<file path="config.mk">
export PLATFORM = sky130hd
export DESIGN_NAME = segled_status_driver
export DESIGN_NICKNAME = d
export VERILOG_FILES = /design/src/rtl/segled_status_driver.sv
export SDC_FILE = /design/constraint.sdc
export NUM_CORES = 1
export LEC_CHECK = 0
export ABC_AREA = 1
export ABC_CLOCK_PERIOD_IN_PS = 2700
export CORE_MARGIN = 3
export CORE_UTILIZATION = 45
export DETAILED_ROUTE_END_ITERATION = 8
export GPL_TIMING_DRIVEN = 1
export PLACE_DENSITY = 0.59
export SETUP_SLACK_MARGIN = 0.4
export SKIP_CTS_REPAIR_TIMING = 1
export SYNTH_ARGS = -nofsm -noshare
export SYNTH_HDL_FRONTEND = slang
export SYNTH_SLANG_ARGS = --single-unit
</file>
<file path="constraint.sdc">
create_clock -name clk -period 2.7 [get_ports clk]
set_input_delay 0.54 -clock clk [delete_from_list [all_inputs] [get_ports clk]]
set_output_delay 0.54 -clock clk [all_outputs]
set_load 0.02 [all_outputs]
</file>
<file path="src/rtl/segled_status_driver.sv">
// Serial 7-segment status display driver: encodes {game, health, score} into an
// 8-digit frame and shifts it out MSB-first. Optional seg_pen blink: SEGLED_BLINK_EN.
//
// state   | meaning
// --------+-----------------------------------------------------------
// S_IDLE  | waiting for an input change, first frame or refresh timeout
// S_LOAD  | snapshot encoded into the frame vector, bit index set to 63
// S_SETUP | seg_clk low, seg_do holds the current bit
// S_HIGH  | seg_clk high, chain samples seg_do
// S_DONE  | frame finished, sent snapshot updated, display enabled
module segled_status_driver #(
   parameter int CLK_DIV        = 4,
`ifdef SEGLED_BLINK_EN
   parameter int BLINK_LOG2     = 25,
`endif
   parameter int REFRESH_CYCLES = 1000000
) (
   input  logic       clk,
   input  logic       rstn,
   input  logic [3:0] score,
   input  logic [3:0] health,
   input  logic [1:0] game,
   output logic       seg_clk,
   output logic       seg_clr,
   output logic       seg_do,
   output logic       seg_pen,
   output logic       busy
);

   localparam int DW = (CLK_DIV > 1) ? $clog2(CLK_DIV) : 1;
   localparam int RW = (REFRESH_CYCLES > 0) ? $clog2(REFRESH_CYCLES + 1) : 1;
   localparam logic [DW-1:0] DIV_LOAD = DW'(CLK_DIV - 1);
   localparam logic [RW-1:0] REF_MAX  = RW'(REFRESH_CYCLES);
   localparam logic [7:0]    SEG_BLANK = 8'hFF;

   typedef enum logic [2:0] {
      S_IDLE  = 3'd0,
      S_LOAD  = 3'd1,
      S_SETUP = 3'd2,
      S_HIGH  = 3'd3,
      S_DONE  = 3'd4
   } state_t;

   state_t          r_state;
   state_t          w_state_nxt;
   logic [9:0]      r_snap;
   logic [9:0]      r_sent;
   logic            r_sent_vld;
   logic [62:0]     r_shift;
   logic [5:0]      r_bit_idx;
   logic [DW-1:0]   r_div_cnt;
   logic [RW-1:0]   r_refresh_cnt;
   logic            r_seg_clk;
   logic            r_seg_clr;
   logic            r_seg_do;
   logic            r_seg_pen;

   logic [9:0]      w_live;
   logic [63:0]     w_frame;
   logic [RW-1:0]   w_refresh_inc;
   logic            w_refresh_hit;
   logic            w_div_tc;
   logic            w_start;

   // Segment byte {dp,g,f,e,d,c,b,a}, active-low.
   function automatic logic [7:0] f_hex(input logic [3:0] v);
      logic [7:0] seg;
      case (v)
         4'h0:    seg = 8'hC0;
         4'h1:    seg = 8'hF9;
         4'h2:    seg = 8'hA4;
         4'h3:    seg = 8'hB0;
         4'h4:    seg = 8'h99;
         4'h5:    seg = 8'h92;
         4'h6:    seg = 8'h82;
         4'h7:    seg = 8'hF8;
         4'h8:    seg = 8'h80;
         4'h9:    seg = 8'h90;
         4'hA:    seg = 8'h88;
         4'hB:    seg = 8'h83;
         4'hC:    seg = 8'hC6;
         4'hD:    seg = 8'hA1;
         4'hE:    seg = 8'h86;
         default: seg = 8'h8E;
      endcase
      return seg;
   endfunction

   function automatic logic [7:0] f_glyph(input logic [1:0] g);
      logic [7:0] seg;
      case (g)
         2'b00:   seg = 8'hBF;
         2'b01:   seg = SEG_BLANK;
         2'b11:   seg = 8'hC1;
         default: seg = 8'hC7;
      endcase
      return seg;
   endfunction

   assign w_live  = {game, health, score};
   assign w_frame = {f_glyph(r_snap[9:8]), SEG_BLANK, SEG_BLANK, f_hex(r_snap[7:4]),
                     SEG_BLANK, SEG_BLANK, SEG_BLANK, f_hex(r_snap[3:0])};

   assign w_div_tc      = (r_div_cnt == '0);
   assign w_refresh_inc = (r_refresh_cnt == REF_MAX) ? r_refresh_cnt : r_refresh_cnt + 1'b1;
   // Hit on the IDLE cycle that brings the count to REFRESH_CYCLES, so exactly
   // REFRESH_CYCLES idle cycles separate DONE from the next LOAD.
   assign w_refresh_hit = (REFRESH_CYCLES != 0) && (w_refresh_inc == REF_MAX);
   assign w_start       = !r_sent_vld || (w_live != r_sent) || w_refresh_hit;

   always_comb begin
      w_state_nxt = r_state;
      case (r_state)
         S_IDLE:  if (w_start) w_state_nxt = S_LOAD;
         S_LOAD:  w_state_nxt = S_SETUP;
         S_SETUP: if (w_div_tc) w_state_nxt = S_HIGH;
         S_HIGH:  if (w_div_tc) w_state_nxt = (r_bit_idx == '0) ? S_DONE : S_SETUP;
         S_DONE:  w_state_nxt = S_IDLE;
         default: w_state_nxt = S_IDLE;
      endcase
   end

   always_ff @(posedge clk or negedge rstn) begin
      if (!rstn) begin
         r_state       <= S_IDLE;
         r_snap        <= '0;
         r_sent        <= '0;
         r_sent_vld    <= 1'b0;
         r_shift       <= '0;
         r_bit_idx     <= '0;
         r_div_cnt     <= '0;
         r_refresh_cnt <= '0;
         r_seg_clk     <= 1'b0;
         r_seg_clr     <= 1'b0;
         r_seg_do      <= 1'b0;
      end else begin
         r_state   <= w_state_nxt;
         r_seg_clr <= 1'b1;
         r_seg_clk <= (w_state_nxt == S_HIGH);
         // Snapshot is taken on the edge into LOAD so the frame encodes
         // exactly the value that triggered it; LOAD then encodes from the register.
         if ((r_state == S_IDLE) && (w_state_nxt == S_LOAD)) r_snap <= w_live;
         case (r_state)
            S_IDLE: r_refresh_cnt <= w_refresh_inc;
            S_LOAD: begin
               r_shift       <= w_frame[62:0];
               r_seg_do      <= w_frame[63];
               r_bit_idx     <= 6'd63;
               r_div_cnt     <= DIV_LOAD;
               r_refresh_cnt <= '0;
            end
            S_SETUP: r_div_cnt <= w_div_tc ? DIV_LOAD : r_div_cnt - 1'b1;
            S_HIGH: begin
               if (w_div_tc) begin
                  r_div_cnt <= DIV_LOAD;
                  r_shift   <= {r_shift[61:0], 1'b0};
                  if (r_bit_idx != '0) begin
                     r_bit_idx <= r_bit_idx - 1'b1;
                     r_seg_do  <= r_shift[62];
                  end
               end else begin
                  r_div_cnt <= r_div_cnt - 1'b1;
               end
            end
            S_DONE: begin
               r_sent     <= r_snap;
               r_sent_vld <= 1'b1;
            end
            default: ;
         endcase
      end
   end

`ifdef SEGLED_BLINK_EN
   logic [BLINK_LOG2-1:0] r_blink_cnt;
   logic                  w_blink_cond;
   logic                  w_blink_tc;

   assign w_blink_cond = r_sent_vld && ((r_sent[9:8] == 2'b10) || (r_sent[7:4] == 4'h0));
   assign w_blink_tc   = &r_blink_cnt;

   always_ff @(posedge clk or negedge rstn) begin
      if (!rstn) begin
         r_blink_cnt <= '0;
         r_seg_pen   <= 1'b0;
      end else begin
         r_blink_cnt <= r_blink_cnt + 1'b1;
         if (w_blink_cond) begin
            if (w_blink_tc) r_seg_pen <= ~r_seg_pen;
         end else if (r_sent_vld || (w_state_nxt == S_DONE)) begin
            r_seg_pen <= 1'b1;
         end
      end
   end
`else
   always_ff @(posedge clk or negedge rstn) begin
      if (!rstn)                       r_seg_pen <= 1'b0;
      else if (w_state_nxt == S_DONE)  r_seg_pen <= 1'b1;
   end
`endif

   assign seg_clk = r_seg_clk;
   assign seg_clr = r_seg_clr;
   assign seg_do  = r_seg_do;
   assign seg_pen = r_seg_pen;
   assign busy    = (r_state != S_IDLE);

endmodule

</file>
# Word-level counts from Yosys, hierarchy flattened
# Memories as Yosys holds them, arrays and structs flattened.
# Cells that the tools add are included.
[word_totals]
ff_bits = 119
mem_bits_ro = 224
inputBits = 12
memories = 2
[mem_list]
columns = ["name", "words", "width", "read_ports", "rd_ports_with_merged_regs", "write_ports", "line", "rtl"]
rows = [
  ["(no name shown)", 16, 7, 1, 0, 0, "68", "case (v)"],
  ["(no name shown)", 16, 7, 1, 0, 0, "68", ""],
]
[classes]
n_addsub = 3
eq_ne = 14
mux = 18
n_reduce_logical = 16
[op_table]
columns = ["operator", "n"]
rows = [
  ["$pmux 63 s2", 1],
  ["$mux 63", 1],
  ["$eq 20x20->1 const B", 2],
  ["$pmux 20 s2", 1],
  ["$pmux 7 s3", 1],
  ["$add 20x1->20 const B", 1],
  ["$mux 20", 1],
  ["$mux 3", 4],
  ["$mux 6", 2],
  ["$pmux 3 s4", 1],
  ["$pmux 6 s2", 1],
  ["$ne 10x10->1", 1],
  ["$eq 3x2->1 const B", 3],
  ["$eq 3x1->1 const B", 2],
  ["$eq 3x3->1 const B", 2],
  ["$logic_not 6->1", 1],
  ["$reduce_bool 2->1", 3],
  ["$reduce_bool 6->1", 1],
  ["$sub 6x1->6 const B", 1],
  ["$logic_not 2->1", 2],
  ["$ne 2x2->1 const B", 2],
  ["$pmux 2 s2", 1],
  ["$logic_not 3->1", 1],
  ["$reduce_and 3->1", 1],
  ["other kinds (12)", 14],
]

# Logic depth before layout (Yosys ltp)
[depth]
depth_word = 8
depth_mapped = 15
ltp_nobuf = 14

# Least setup slack after synthesis
# Ideal clock, no wire load.
[synth_timing]
path_kind = "reg2reg"
startpoint = "register r_refresh_cnt[0]"
endpoint = "register r_snap[1]"
t_arrival_ns = 1.745
required_ns = 2.583
slack_ns = 0.838
stages_incl_launch_ff = 15
n_path_buf = 1
cell_sequence = "dfrtp_1 > ha_1 > inv_1 > nor2_2 > nand2_1 > xor2_1 > nor2_1 > nand2_1 > nor2_1 > nand4_1 > nand2_2 > nand2_2 > buf_6 > nand2_1 > nand2_1"
[synth_between]
elab_chain_cells = 8
elab_cells_between_ends = 9
[synth_lines]
columns = ["item", "line", "rtl"]
rows = [
  ["start, declared", "52", "logic [RW-1:0] r_refresh_cnt;"],
  ["start signal, assigned", "144", "S_IDLE: r_refresh_cnt <= w_refresh_inc;"],
  ["$add 20x1->20 / $eq 20x20->1 (equally long branches)", "105", "assign w_refresh_inc = (r_refresh_cnt == REF_MAX) ? r_refresh_cnt : r_refresh_cnt + 1'b1;"],
  ["$mux 20 (*)", "105", ""],
  ["$eq 20x20->1 (*)", "108", "assign w_refresh_hit = (REFRESH_CYCLES != 0) && (w_refresh_inc == REF_MAX);"],
  ["$logic_or 1x1->1 (*)", "109", "assign w_start = !r_sent_vld || (w_live != r_sent) || w_refresh_hit;"],
  ["$mux 3 (*)", "114", "S_IDLE: if (w_start) w_state_nxt = S_LOAD;"],
  ["$pmux 3 s4 (*)", "113", "case (r_state)"],
  ["$eq 3x1->1 (*)", "142", "if ((r_state == S_IDLE) && (w_state_nxt == S_LOAD)) r_snap <= w_live;"],
  ["$logic_and 1x1->1 (*)", "142", ""],
  ["end signal, assigned", "142", ""],
  ["end, declared", "46", "logic [9:0] r_snap;"],
]
# Every way passes the cells marked *; elsewhere a longest branch is shown, timed or not.
# A chain may end at the register's enable or synchronous reset.

# Final worst setup path
[layout_timing]
startpoint = "register r_refresh_cnt[0]"
endpoint = "register r_snap[7]"
# The elaborated chain is that of the path after synthesis.

==> results.yml <==
synth:
  async_flop_share_pct: 100
  synth_cells: 747
  synth_mux_area_share_pct: 0
  synth_seq_area_share_pct: 49.0
  synth_fa_ha_area_share_pct: 3.29
  ys.flop_type: "dfrtp_1"
  netlist_area_um2: 6080
  postSynthNetCount: 775
  syn_area_per_cell_um2: 8.13
  yosys_warnings: 0
  yosys.area_share.simple_pct: 21.3
  synth-seq-cells: 119
  synth_top_family_by_area: "simple AND/OR/NAND/NOR gates"
  synth_xor_area_share_pct: 1.73
  synth_compound_area_share_pct: 16.5
  synthDistinctLibCells: 36
  synth-edff-count: 0
cells_and_area:
  layout-drive-gt1-share_pct: 10.6
  antenna_cells: 0
  fin_cells: 945
  regArea_um2: 2980
  nFillCells: 1197
  syn2layout_area_growth_pct: 15.1
  fin_nets: 791
  multi_input_area_um2: 2640
setup_path:
  path_max_fanout: 11
  crit_type: "flop to flop"
  required_ns: 3.00
  crit_arrival_ns: 2.44
  startpoint_type: "flop"
  cp-end-kind: "flop"
routing:
  via_per_inst: 5.27
  drc: 0
  drtPass1Iterations: 6
  vias: 4979
  drt_iter0_markers: 439
  wl_per_cell_um: 14.5
  ant_nets: 0
  routed_wl_um: 13700
sta:
  hold_viol: 0
  fin_ws_ns: 0.557
  relSlewSlack_pct: 55.6
  worst_slew_pin_slew_ns: 0.667
  period_needed_ns: 2.14
  slew_viol_final: 0
  setup_viol: 0
  clock_skew_ns: 0.00754
  fin_crit_sh_pct: 79.4
  tns_ns: 0
  fmax_ghz: 0.467
  rsz0062_at_grt: "true"
pwr:
  switching_share_pct: 21.2
  clkPwrFrac_pct: 52.0
  power_density_nw_per_um2: 552
  pwr-share-seq_pct: 46.3
  netSwitchingPower_w: 0.000817
  leakage_nw: 3.08
  p_int_w: 0.00304
  pwr-share-comb_pct: 1.7
  max-vdd-ir-drop_v: 0.000424
hold_path:
  hold_class: "input port to asynchronous set/reset pin"
global_route:
  grtUsageTotal_pct: 19.7
  first_global_vias: 4787
  antenna_found_initial: 0
  grt_max_degree: 120
  grt-ovfl-total: 0
  grt_pass1_wl_um: 23100
floorplanning:
  die_w_um: 122
  die-area_um2: 14900
  io_pins: 17
  die_h_um: 122
  start_util_pct: 47.0
  core_um2: 12900
  rows: 41
job:
  maxCapViolations: 0
placed_design:
  portBuffers: 16
  gp_congestion: 0.922
  place_worst_setup_slack_ns: 0.243
  dp_cells: 911
  dpl.hpwl_um: 8890
clock_network:
  cts_inserted_buffers: 17
  htreeDepth: 4
  cts_buffer_depth: 2
  clk_pin_slew_ns: 0.05
  cts_tree: "done"
  cts_root_buf: "clkbuf_16"
  clk_latency_ns: 0.42
  cts_sinks: 119
status:
  outcome: "finished clean"
==> path summary, 6_finish.rpt <==
| check | from | end | slack [ns] | cells past startpoint |
|---|---|---|---|---|
| worst max-delay path | r_refresh_cnt[0] | r_snap[7] | 0.56 | 13 |
| worst max register to register | r_refresh_cnt[0] | r_snap[7] | 0.56 | 13 |
| worst min-delay path | rstn | r_refresh_cnt[18] | 0.18 | 2 |
| min in group clk | seg_pen | seg_pen | 0.47 | 1 |
| worst min register to register | seg_pen | seg_pen | 0.47 | 1 |
| max in group asynchronous | rstn | r_shift[24] | 1.99 | 2 |
==> cells by family after synthesis <==
| family | count (synthesis) |
|---|---|
| buffers and inverters | 122 |
| other | 1 |
| flip-flops | 119 |
| AND/OR/NAND/NOR | 297 |
| XOR/XNOR | 12 |
| AO/OA/AOI/OAI | 180 |
| adder cells (fa/ha/maj) | 16 |
==> Yosys cell counts (4+ instances only) <==
cell | instances | share of area, %
a21oi_1 | 25 | 2.1
a22oi_1 | 4 | 0.49
a31oi_1 | 26 | 2.7
buf_2 | 16 | 1.3
clkbuf_1 | 16 | 0.99
dfrtp_1 | 119 | 49
ha_1 | 16 | 3.3
inv_1 | 84 | 5.2
inv_2 | 4 | 0.25
nand2_1 | 142 | 8.8
nand2_2 | 7 | 0.72
nand3_1 | 40 | 3.3
nand4_1 | 10 | 1.0
nor2_1 | 76 | 4.7
nor2_2 | 5 | 0.51
nor2_4 | 5 | 0.93
nor3_1 | 6 | 0.49
o211ai_1 | 9 | 1.1
o21ai_0 | 97 | 8.0
o22ai_1 | 9 | 0.93
xor2_1 | 9 | 1.3
==> sequential cells by signal, indices dropped and copies added (netlist names) <==
name           cells
r_sent            10
r_div_cnt          2
r_shift           63
r_state            3
seg_pen            1
seg_do             1
r_bit_idx          6
r_sent_vld         1
r_refresh_cnt     20
seg_clk            1
r_snap            10
seg_clr            1
==> critical path, cell delays in order, from the launching register on <==
cell and delay, ns:
dfrtp_2 0.44, inv_1 0.10, ha_1 0.18, nand3_1 0.09, nor2_2 0.12, nand4_1 0.09, nand2_1 0.10, nand3_1 0.11
nor2_2 0.14, nand4_1 0.19, nand2_4 0.16, nand2_4 0.11, nand2_1 0.11, nand2_1 0.06
==> per-layer routing <==
| metal | vias up | track usage, % | share of wire [%] |
|---|---|---|---|
| li1 | 2489 | - | - |
| met5 | - | 0 | 0 |
| met1 | 2356 | 27.7 | 49 |
| met4 | 0 | 7.49 | 1.9 |
| met2 | 113 | 29.3 | 45 |
| met3 | 21 | 5.15 | 4.7 |
==> layout by cell type, fill, tap and decap left out, types with 13 or more instances in the layout <==
| master | n |
|---|---|
| a31oi_1 | 26 |
| nand3_1 | 40 |
| nor2_1 | 71 |
| inv_1 | 83 |
| buf_4 | 13 |
| ha_1 | 15 |
| dfrtp_1 | 115 |
| nand2_1 | 142 |
| o21ai_0 | 97 |
| clkdlybuf4s50_1 | 14 |
| clkbuf_16 | 17 |
| a21oi_1 | 25 |
==> through the flow <==
step	hold WS, ns	instance area, µm²	utilization [%]	power, W
4_1_cts	0.241	6900	53.4	0.00391
6_report	0.180	6990	54.1	0.00386
3_3_place_gp	0.455	6390	49.4	0.00188
5_1_grt	0.244	6990	54.1	0.00400
2_1_floorplan	0.244	6080	-	0.00182
3_5_place_dp	0.461	6390	49.4	0.00189
==> power by group through the flow <==
stage / combinational (W) / sequential [W] / clock (W)
6_report: 0.0000664 / 0.00179 / 0.00201
5_1_grt: 0.0000751 / 0.00179 / 0.00214
4_1_cts: 0.0000692 / 0.00179 / 0.00206
3_5_place_dp: 0.0000681 / 0.00182 / 0
3_3_place_gp: 0.0000679 / 0.00182 / 0
2_1_floorplan: 0.00000601 / 0.00182 / 0
==> final cells by class <==
cell class | count | share of cell area [%]
Clock buffer | 19 | 6.19
Tap cell | 172 | 3.08
Sequential cell | 119 | 42.7
Clock inverter | 10 | 1.22
Timing Repair inverter | 1 | 0.0716
Timing Repair Buffer | 30 | 4.15
Inverter | 88 | 4.85
Multi-Input combinational cell | 506 | 37.8
Note: power is estimated with default switching activity, not from simulation.
